$ cat config.mk
export PLATFORM = sky130hd
export DESIGN_NAME = udma_hyper_rx_pack
export DESIGN_NICKNAME = d
export VERILOG_FILES = /design/src/rtl/udma_hyper_rx_pack.sv
export SDC_FILE = /design/constraint.sdc
export NUM_CORES = 1
export LEC_CHECK = 0
export CAP_MARGIN = 0
export CELL_PAD_IN_SITES_DETAIL_PLACEMENT = 0
export CELL_PAD_IN_SITES_GLOBAL_PLACEMENT = 1
export CORE_MARGIN = 5
export CORE_UTILIZATION = 52
export DETAILED_ROUTE_END_ITERATION = 10
export PLACE_DENSITY_LB_ADDON = 0.1
export SLEW_MARGIN = 15
export SYNTH_ARGS = -nofsm -noshare
export SYNTH_HDL_FRONTEND = slang
export SYNTH_SLANG_ARGS = --single-unit
$ cat constraint.sdc
create_clock -name sys_clk_i -period 5.24 [get_ports sys_clk_i]
set_input_delay 0.524 -clock sys_clk_i [delete_from_list [all_inputs] [get_ports sys_clk_i]]
set_output_delay 0.524 -clock sys_clk_i [all_outputs]
set_load 0.05 [all_outputs]
$ cat src/rtl/udma_hyper_rx_pack.sv
// Packs 16-bit HyperBus read beats into 32-bit uDMA RX words (byte/halfword/word)
// and buffers them in a small FIFO carrying a per-word last flag.
module udma_hyper_rx_pack #(
    parameter int BUFFER_DEPTH = 4,
    parameter int CNT_W        = $clog2(BUFFER_DEPTH + 1)
) (
    input  logic             sys_clk_i,
    input  logic             rstn_i,
    input  logic             clr_i,
    input  logic [1:0]       cfg_datasize_i,
    input  logic [15:0]      in_data_i,
    input  logic             in_valid_i,
    input  logic             in_last_i,
    output logic             in_ready_o,
    output logic [31:0]      out_data_o,
    output logic             out_valid_o,
    input  logic             out_ready_i,
    output logic             out_last_o,
    output logic             evt_eot_o,
    output logic [CNT_W-1:0] fill_o
);

    localparam int PTR_W = (BUFFER_DEPTH > 1) ? $clog2(BUFFER_DEPTH) : 1;

    typedef enum logic [1:0] {
        S_EMPTY = 2'd0,
        S_HALF  = 2'd1,
        S_BYTE1 = 2'd2
    } state_e;

    state_e             state_q, state_d;
    logic [15:0]        hold_q, hold_d;
    logic               blast_q, blast_d;
    logic [CNT_W-1:0]   count_q, count_d;
    logic [PTR_W-1:0]   wr_ptr_q, rd_ptr_q;
    logic               evt_q;
    logic [32:0]        mem_q [BUFFER_DEPTH];

    logic               full;
    logic               accept;
    logic               push;
    logic               pop;
    logic [32:0]        push_entry;
    logic [32:0]        head;

    function automatic logic [PTR_W-1:0] ptr_inc(input logic [PTR_W-1:0] p);
        return (p == PTR_W'(BUFFER_DEPTH - 1)) ? '0 : p + PTR_W'(1);
    endfunction

    assign full = (count_q == CNT_W'(BUFFER_DEPTH));
    // Ready is forced low during reset and flush so no beat is handshaken and then dropped.
    assign in_ready_o = rstn_i && !clr_i && !full && (state_q != S_BYTE1);
    assign accept     = in_valid_i && in_ready_o;

    always_comb begin
        state_d    = state_q;
        hold_d     = hold_q;
        blast_d    = blast_q;
        push       = 1'b0;
        push_entry = '0;
        unique case (state_q)
            S_EMPTY: begin
                if (accept) begin
                    unique case (cfg_datasize_i)
                        2'd0: begin
                            push       = 1'b1;
                            push_entry = {1'b0, 24'h0, in_data_i[7:0]};
                            hold_d     = in_data_i;
                            blast_d    = in_last_i;
                            state_d    = S_BYTE1;
                        end
                        2'd1: begin
                            push       = 1'b1;
                            push_entry = {in_last_i, 16'h0, in_data_i};
                        end
                        default: begin
                            if (in_last_i) begin
                                push       = 1'b1;
                                push_entry = {1'b1, 16'h0, in_data_i};
                            end else begin
                                hold_d  = in_data_i;
                                state_d = S_HALF;
                            end
                        end
                    endcase
                end
            end
            S_HALF: begin
                if (accept) begin
                    push       = 1'b1;
                    push_entry = {in_last_i, in_data_i, hold_q};
                    state_d    = S_EMPTY;
                end
            end
            S_BYTE1: begin
                // The high byte drains on its own once there is room; no input handshake.
                if (!full && !clr_i) begin
                    push       = 1'b1;
                    push_entry = {blast_q, 24'h0, hold_q[15:8]};
                    state_d    = S_EMPTY;
                end
            end
            default: state_d = S_EMPTY;
        endcase
    end

    assign head = mem_q[rd_ptr_q];
    assign pop  = (count_q != '0) && out_ready_i && !clr_i;

    always_comb begin
        count_d = count_q;
        unique case ({push, pop})
            2'b10:   count_d = count_q + CNT_W'(1);
            2'b01:   count_d = count_q - CNT_W'(1);
            default: count_d = count_q;
        endcase
    end

    always_ff @(posedge sys_clk_i or negedge rstn_i) begin
        if (!rstn_i) begin
            state_q  <= S_EMPTY;
            hold_q   <= '0;
            blast_q  <= 1'b0;
            count_q  <= '0;
            wr_ptr_q <= '0;
            rd_ptr_q <= '0;
            evt_q    <= 1'b0;
        end else if (clr_i) begin
            state_q  <= S_EMPTY;
            hold_q   <= '0;
            blast_q  <= 1'b0;
            count_q  <= '0;
            wr_ptr_q <= '0;
            rd_ptr_q <= '0;
            evt_q    <= 1'b0;
        end else begin
            state_q <= state_d;
            hold_q  <= hold_d;
            blast_q <= blast_d;
            count_q <= count_d;
            evt_q   <= pop && head[32];
            if (push) wr_ptr_q <= ptr_inc(wr_ptr_q);
            if (pop)  rd_ptr_q <= ptr_inc(rd_ptr_q);
        end
    end

    // Storage needs no reset: outputs are masked while the FIFO is empty.
    always_ff @(posedge sys_clk_i) begin
        if (push && !clr_i) mem_q[wr_ptr_q] <= push_entry;
    end

    assign out_valid_o = (count_q != '0);
    assign out_data_o  = out_valid_o ? head[31:0] : 32'h0;
    assign out_last_o  = out_valid_o && head[32];
    assign evt_eot_o   = evt_q;
    assign fill_o      = count_q;

endmodule
* Word-level counts from Yosys, hierarchy flattened
Memory sizes are Yosys's and may differ from the RTL's.
Cells that the tools add are included.
** Cells by class
- Add/sub/neg operators :: 4
- Equal/unequal tests :: 16
- Multiplexer cells :: 40
- Reduce and logical (&&, ||, !) cells :: 25
** Operator list (number)
- 2-to-1 mux 33 bit :: 4
- case mux 33 bit (3 select lines) :: 1
- case mux 33 bit (2 select lines) :: 1
- 2-to-1 mux 16 bit :: 4
- 2-to-1 mux 32 bit :: 1
- case mux 16 bit (2 select lines) :: 1
- 2-to-1 mux 2 bit :: 11
- 2-to-1 mux 1 bit :: 12
- inequality test 3 bit, second input constant :: 4
- logical AND 1 bit :: 10
- nonzero test 2 bit :: 5
- == test 2 bit, second input constant :: 4
- == test 2 x 1 -> 1 bit, second input constant :: 3
- case mux 2 bit (3 select lines) :: 1
- case mux 3 bit (2 select lines) :: 1
- nonzero test 3 bit :: 2
- AND reduction 5 bit :: 1
- adder 2 x 1 -> 2 bit, second input constant :: 2
- logical NOT 2 bit :: 2
- inequality test 2 bit, second input constant :: 2
- inequality test 4 x 3 -> 1 bit, second input constant :: 1
- case mux 2 bit (2 select lines) :: 1
- AND reduction 4 bit :: 1
- adder 3 x 1 -> 3 bit, second input constant :: 1
- 8 further kinds :: 9
** Word-level totals
- Register bits :: 27
- Bits in writable memories :: 132
- Bits of input ports :: 24
- Output and inout bits :: 39
- Word-level logic and storage cells :: 93
- Memories :: 1
** Memory list
- mem_q :: depth 4, width 33, read ports 1, clocked after memory_dff 0, write ports 1, RTL line 37 : logic [32:0] mem_q [BUFFER_DEPTH];

* Logic depth before layout (Yosys ltp)
- Depth in word-level cells :: 10
- Mapped depth :: 9
- Mapped depth without buffers :: 8

* Worst setup path after synthesis
No wires, ideal clock.
- Path type :: flip-flop to output port
- Start point :: register count_q[0], in the netlist fill_o[0]
- End point :: output port out_data_o[22]
- Data arrival time :: 2197 ps
- Required time :: 4716 ps
- Setup slack :: 2519 ps
- Stages on the path, launching flop included :: 5
- Path buffers :: 2
- Path through :: dfrtp_1 -> or3_1 -> buf_2 -> clkbuf_1 -> and2_1
** Between the ends
- Longest elaborated chain between the ends :: 2
** RTL lines
- start, declared :: RTL line 34 : logic [CNT_W-1:0] count_q, count_d;
- start signal, assigned :: RTL line 140 : count_q <= count_d;
- nonzero test 3 bit :: RTL line 152 : assign out_valid_o = (count_q != '0);
- named net out_valid_o :: RTL line 16 : output logic out_valid_o,
- 2-to-1 mux 32 bit :: RTL line 153 : assign out_data_o = out_valid_o ? head[31:0] : 32'h0;
- end, declared :: RTL line 15 : output logic [31:0] out_data_o,
The timed path passes the listed nets, and every way through them passes these cells.

* Final worst setup path
- Start point :: register rd_ptr_q[0]
- End point :: output port out_last_o
** Between the ends
- Longest elaborated chain between the ends :: 2
** RTL lines
- start, declared :: RTL line 35 : logic [PTR_W-1:0] wr_ptr_q, rd_ptr_q;
- start signal, assigned :: RTL line 143 : if (pop) rd_ptr_q <= ptr_inc(rd_ptr_q);
- memory read (4 x 33 bit)
- logical AND 1 bit :: RTL line 154 : assign out_last_o = out_valid_o && head[32];
- end, declared :: RTL line 18 : output logic out_last_o,
Every way passes these cells.

==> flow_summary.json <==
{
  "hold_class": "in2async",
  "clockRootBuffer": "clkbuf_16",
  "core_area_sq_um": 13100,
  "wl_per_cell_um": 20.5,
  "fp-row-count": 42,
  "cp-end-kind": "output pin",
  "synth_seq_area_share_pct": 67.7,
  "arrival_ns": 3.18,
  "yosysTopAreaCell": "edfxtp_1",
  "tightest_slew_ns": 0.875,
  "grt_pass1_vias": 3937,
  "hold_viol": 0,
  "drc": 0,
  "skew_ns": 0.00573,
  "synth-adder-area-share_pct": 1.20,
  "cpPeakStageDelay_ns": 0.80,
  "ir_worst_vdd_mv": 0.291,
  "cts.path.max_buffers": 2,
  "r2r_start": "fill_o[2]",
  "finalCritPeriodShare_pct": 70.7,
  "synth-async-reset-ratio_pct": 17.0,
  "p_leak_nw": 2.95,
  "grt_max_degree": 35,
  "post-route-cell-area_sq_um": 8300,
  "die_h_um": 125,
  "synth-compound-area-share_pct": 5.24,
  "setup_tns_ns": 0,
  "htree_num_levels": 4,
  "synth-edff-count": 132,
  "synthTopCellsByArea": "edfxtp_1, mux4_2, dfrtp_1",
  "avgSynthCellArea_sq_um": 16.5,
  "yosys.area_share.simple_pct": 11.5,
  "post_cts_buffers": 0,
  "startpoint_type": "register",
  "dr.pass1.iters": 5,
  "start_util_pct": 52.4,
  "yosysTopAreaCellShare_pct": 57.8,
  "outcome": "complete, no violations",
  "synth_cell_types": 47,
  "netlist_instances": 416,
  "drt-total-wl_mm": 13.8,
  "cts_tree": "done",
  "fill_cells": 926,
  "clk_pin_slew_ns": 0.06,
  "area_growth_pct": 21.1,
  "grt_usage_pct": 18.5,
  "synthFlopType": "edfxtp_1",
  "slew_headroom_pct": 41.7,
  "place_area_sq_um": 7650,
  "synth-warning-count": 0,
  "vias": 3758,
  "drt_iter0_drc": 268,
  "clock-sinks": 159,
  "synth_xor_area_share_pct": 0.237,
  "cp_slowest_cell": "dfrtp_2",
  "syn_area_sq_um": 6860,
  "io_pins": 63,
  "post-route-min-period_ns": 3.70,
  "gp_congestion": 0.845,
  "yosys_register_bits": 159,
  "port-buffer-count": 62,
  "crit_fanout": 19,
  "setup_viol": 0,
  "critPathRequiredTime_ns": 4.72,
  "die_x_um": 125,
  "total_power_w": 0.00406,
  "clock_latency_ns": 0.42,
  "grt-ovfl-total": 0,
  "ctsHoldBuffers": 0,
  "n_antenna_cell": 0,
  "dp.final_hpwl_mm": 9.02,
  "grt_first_pass_wirelength_mm": 21.8,
  "drive_above_1_share_pct": 17.5,
  "power_density_nw_per_um2": 489,
  "nNetsFinal": 513,
  "antenna_left": 0,
  "dp_cells": 640,
  "dieArea_sq_um": 15600,
  "syn-num-nets": 446,
  "hold_slack_ns": 0.430,
  "via_per_inst": 5.59,
  "numCtsBuffers": 17,
  "rsz0062_at_grt": "false",
  "critPathBufInv": 2,
  "crit_type": "reg2out",
  "synth_top_family_by_area": "multiplexers",
  "cap_violations": 0,
  "grt_antenna_before_repair": 0,
  "crit_chain": "buf_4, mux4_2, and2_1, clkdlybuf4s50_1",
  "ctsResizeCount": 0,
  "startpoint": "rd_ptr_q[0]",
  "muxShareOfSynthArea_pct": 11.8,
  "instances_no_fill": 672,
  "critical-path-top-delay-family": "buffers and inverters",
  "fmax_mhz": 270,
  "maxSlewViolCount": 0
}
==> layout by cell type, fill, tap and decap left out, types with 3 or more instances in the layout <==
master / Yosys / layout
bufinv_16: 0 / 5
nand2_1: 18 / 18
o21ai_0: 17 / 17
mux4_2: 33 / 33
nor2_1: 12 / 12
clkinv_4: 0 / 3
edfxtp_1: 132 / 132
ha_1: 5 / 5
a21oi_1: 3 / 3
and3_1: 7 / 7
inv_1: 12 / 12
nor3_1: 5 / 5
a22o_1: 8 / 8
mux2i_1: 5 / 5
clkdlybuf4s50_1: 0 / 62
clkinv_1: 0 / 3
a222oi_1: 8 / 8
clkbuf_16: 0 / 17
buf_4: 0 / 10
nand2b_1: 20 / 20
dfrtp_1: 27 / 26
and2_1: 49 / 49
==> cell type report <==
cell class	instances	area, sq um	area share, %
flip-flops and latches	159	4640	55.9
multi-input cells	221	2060	24.8
repair buffers	72	696	8.38
clock buffers	17	425	5.12
well taps	176	220	2.65
clock inverters	15	215	2.59
inverters	12	45.0	0.542
==> sequential cells by signal, summed over array words and instances (netlist names) <==
name       flops
wr_ptr_q       2
rd_ptr_q       2
mem_q        132
state_q        2
evt_eot_o      1
hold_q        16
blast_q        1
fill_o         3
==> synth_stat cells, drive strengths merged (8+ instances only) <==
library cell,count
edfxtp,132
and2,50
mux4,33
dfrtp,27
nand2b,21
nand2,20
o21ai,18
clkbuf,13
inv,12
nor2,12
buf,11
a222oi,8
a22o,8
==> kinds of logic (layout without fill, tap and decap cells) <==
family,after synthesis,in the layout
flops,159,159
xor+xnor,1,1
fa+ha+maj,6,6
simple gates,129,129
buf+inv,36,116
compound gates,46,46
mux,39,39
==> power by group <==
part,leakage (nW),switching [W],internal [W]
registers,1.55,0.0000744,0.00141
clock network,0.314,0.000481,0.000843
logic,1.08,0.000763,0.000491
total,2.95,0.00132,0.00274
==> per-stage QoR <==
stage               util [%]  worst slack [ns]
floorplan                  -              2.52
global placement        58.5              1.90
detailed placement      58.5              1.87
CTS                     63.4              1.43
global route            63.5              1.34
finish                  63.5              1.54
==> final timing paths <==
| kind | to | slack [ns] | depth (start not counted) |
|---|---|---|---|
| max reg2reg | mem_q[1][8] | 2.50 | 5 |
| max in group asynchronous | rd_ptr_q[0] | 4.10 | 2 |
| max | out_last_o | 1.54 | 4 |
| min reg2reg | hold_q[4] | 0.48 | 2 |
| min in group sys_clk_i | hold_q[4] | 0.48 | 2 |
| min | wr_ptr_q[1] | 0.43 | 1 |
==> routing by layer <==
metal | vias to the layer above | routed length, um | share of wire (%) | global-route usage [%]
met5 | - | 0 | 0 | 0
li1 | 1732 | - | - | -
met1 | 1893 | 5800 | 42 | 24.6
met2 | 116 | 6960 | 51 | 30.0
met3 | 17 | 799 | 5.8 | 4.72
met4 | 0 | 203 | 1.5 | 6.25
==> worst reg2reg max path, cell delays in order (launching register included) <==
cell     delay (ns)
dfrtp_1        0.45
nor3b_2        0.19
nor2_1         0.50
and3_1         0.84
buf_4          0.32
a22o_1         0.26
Note: power is estimated with default switching activity, not from simulation.
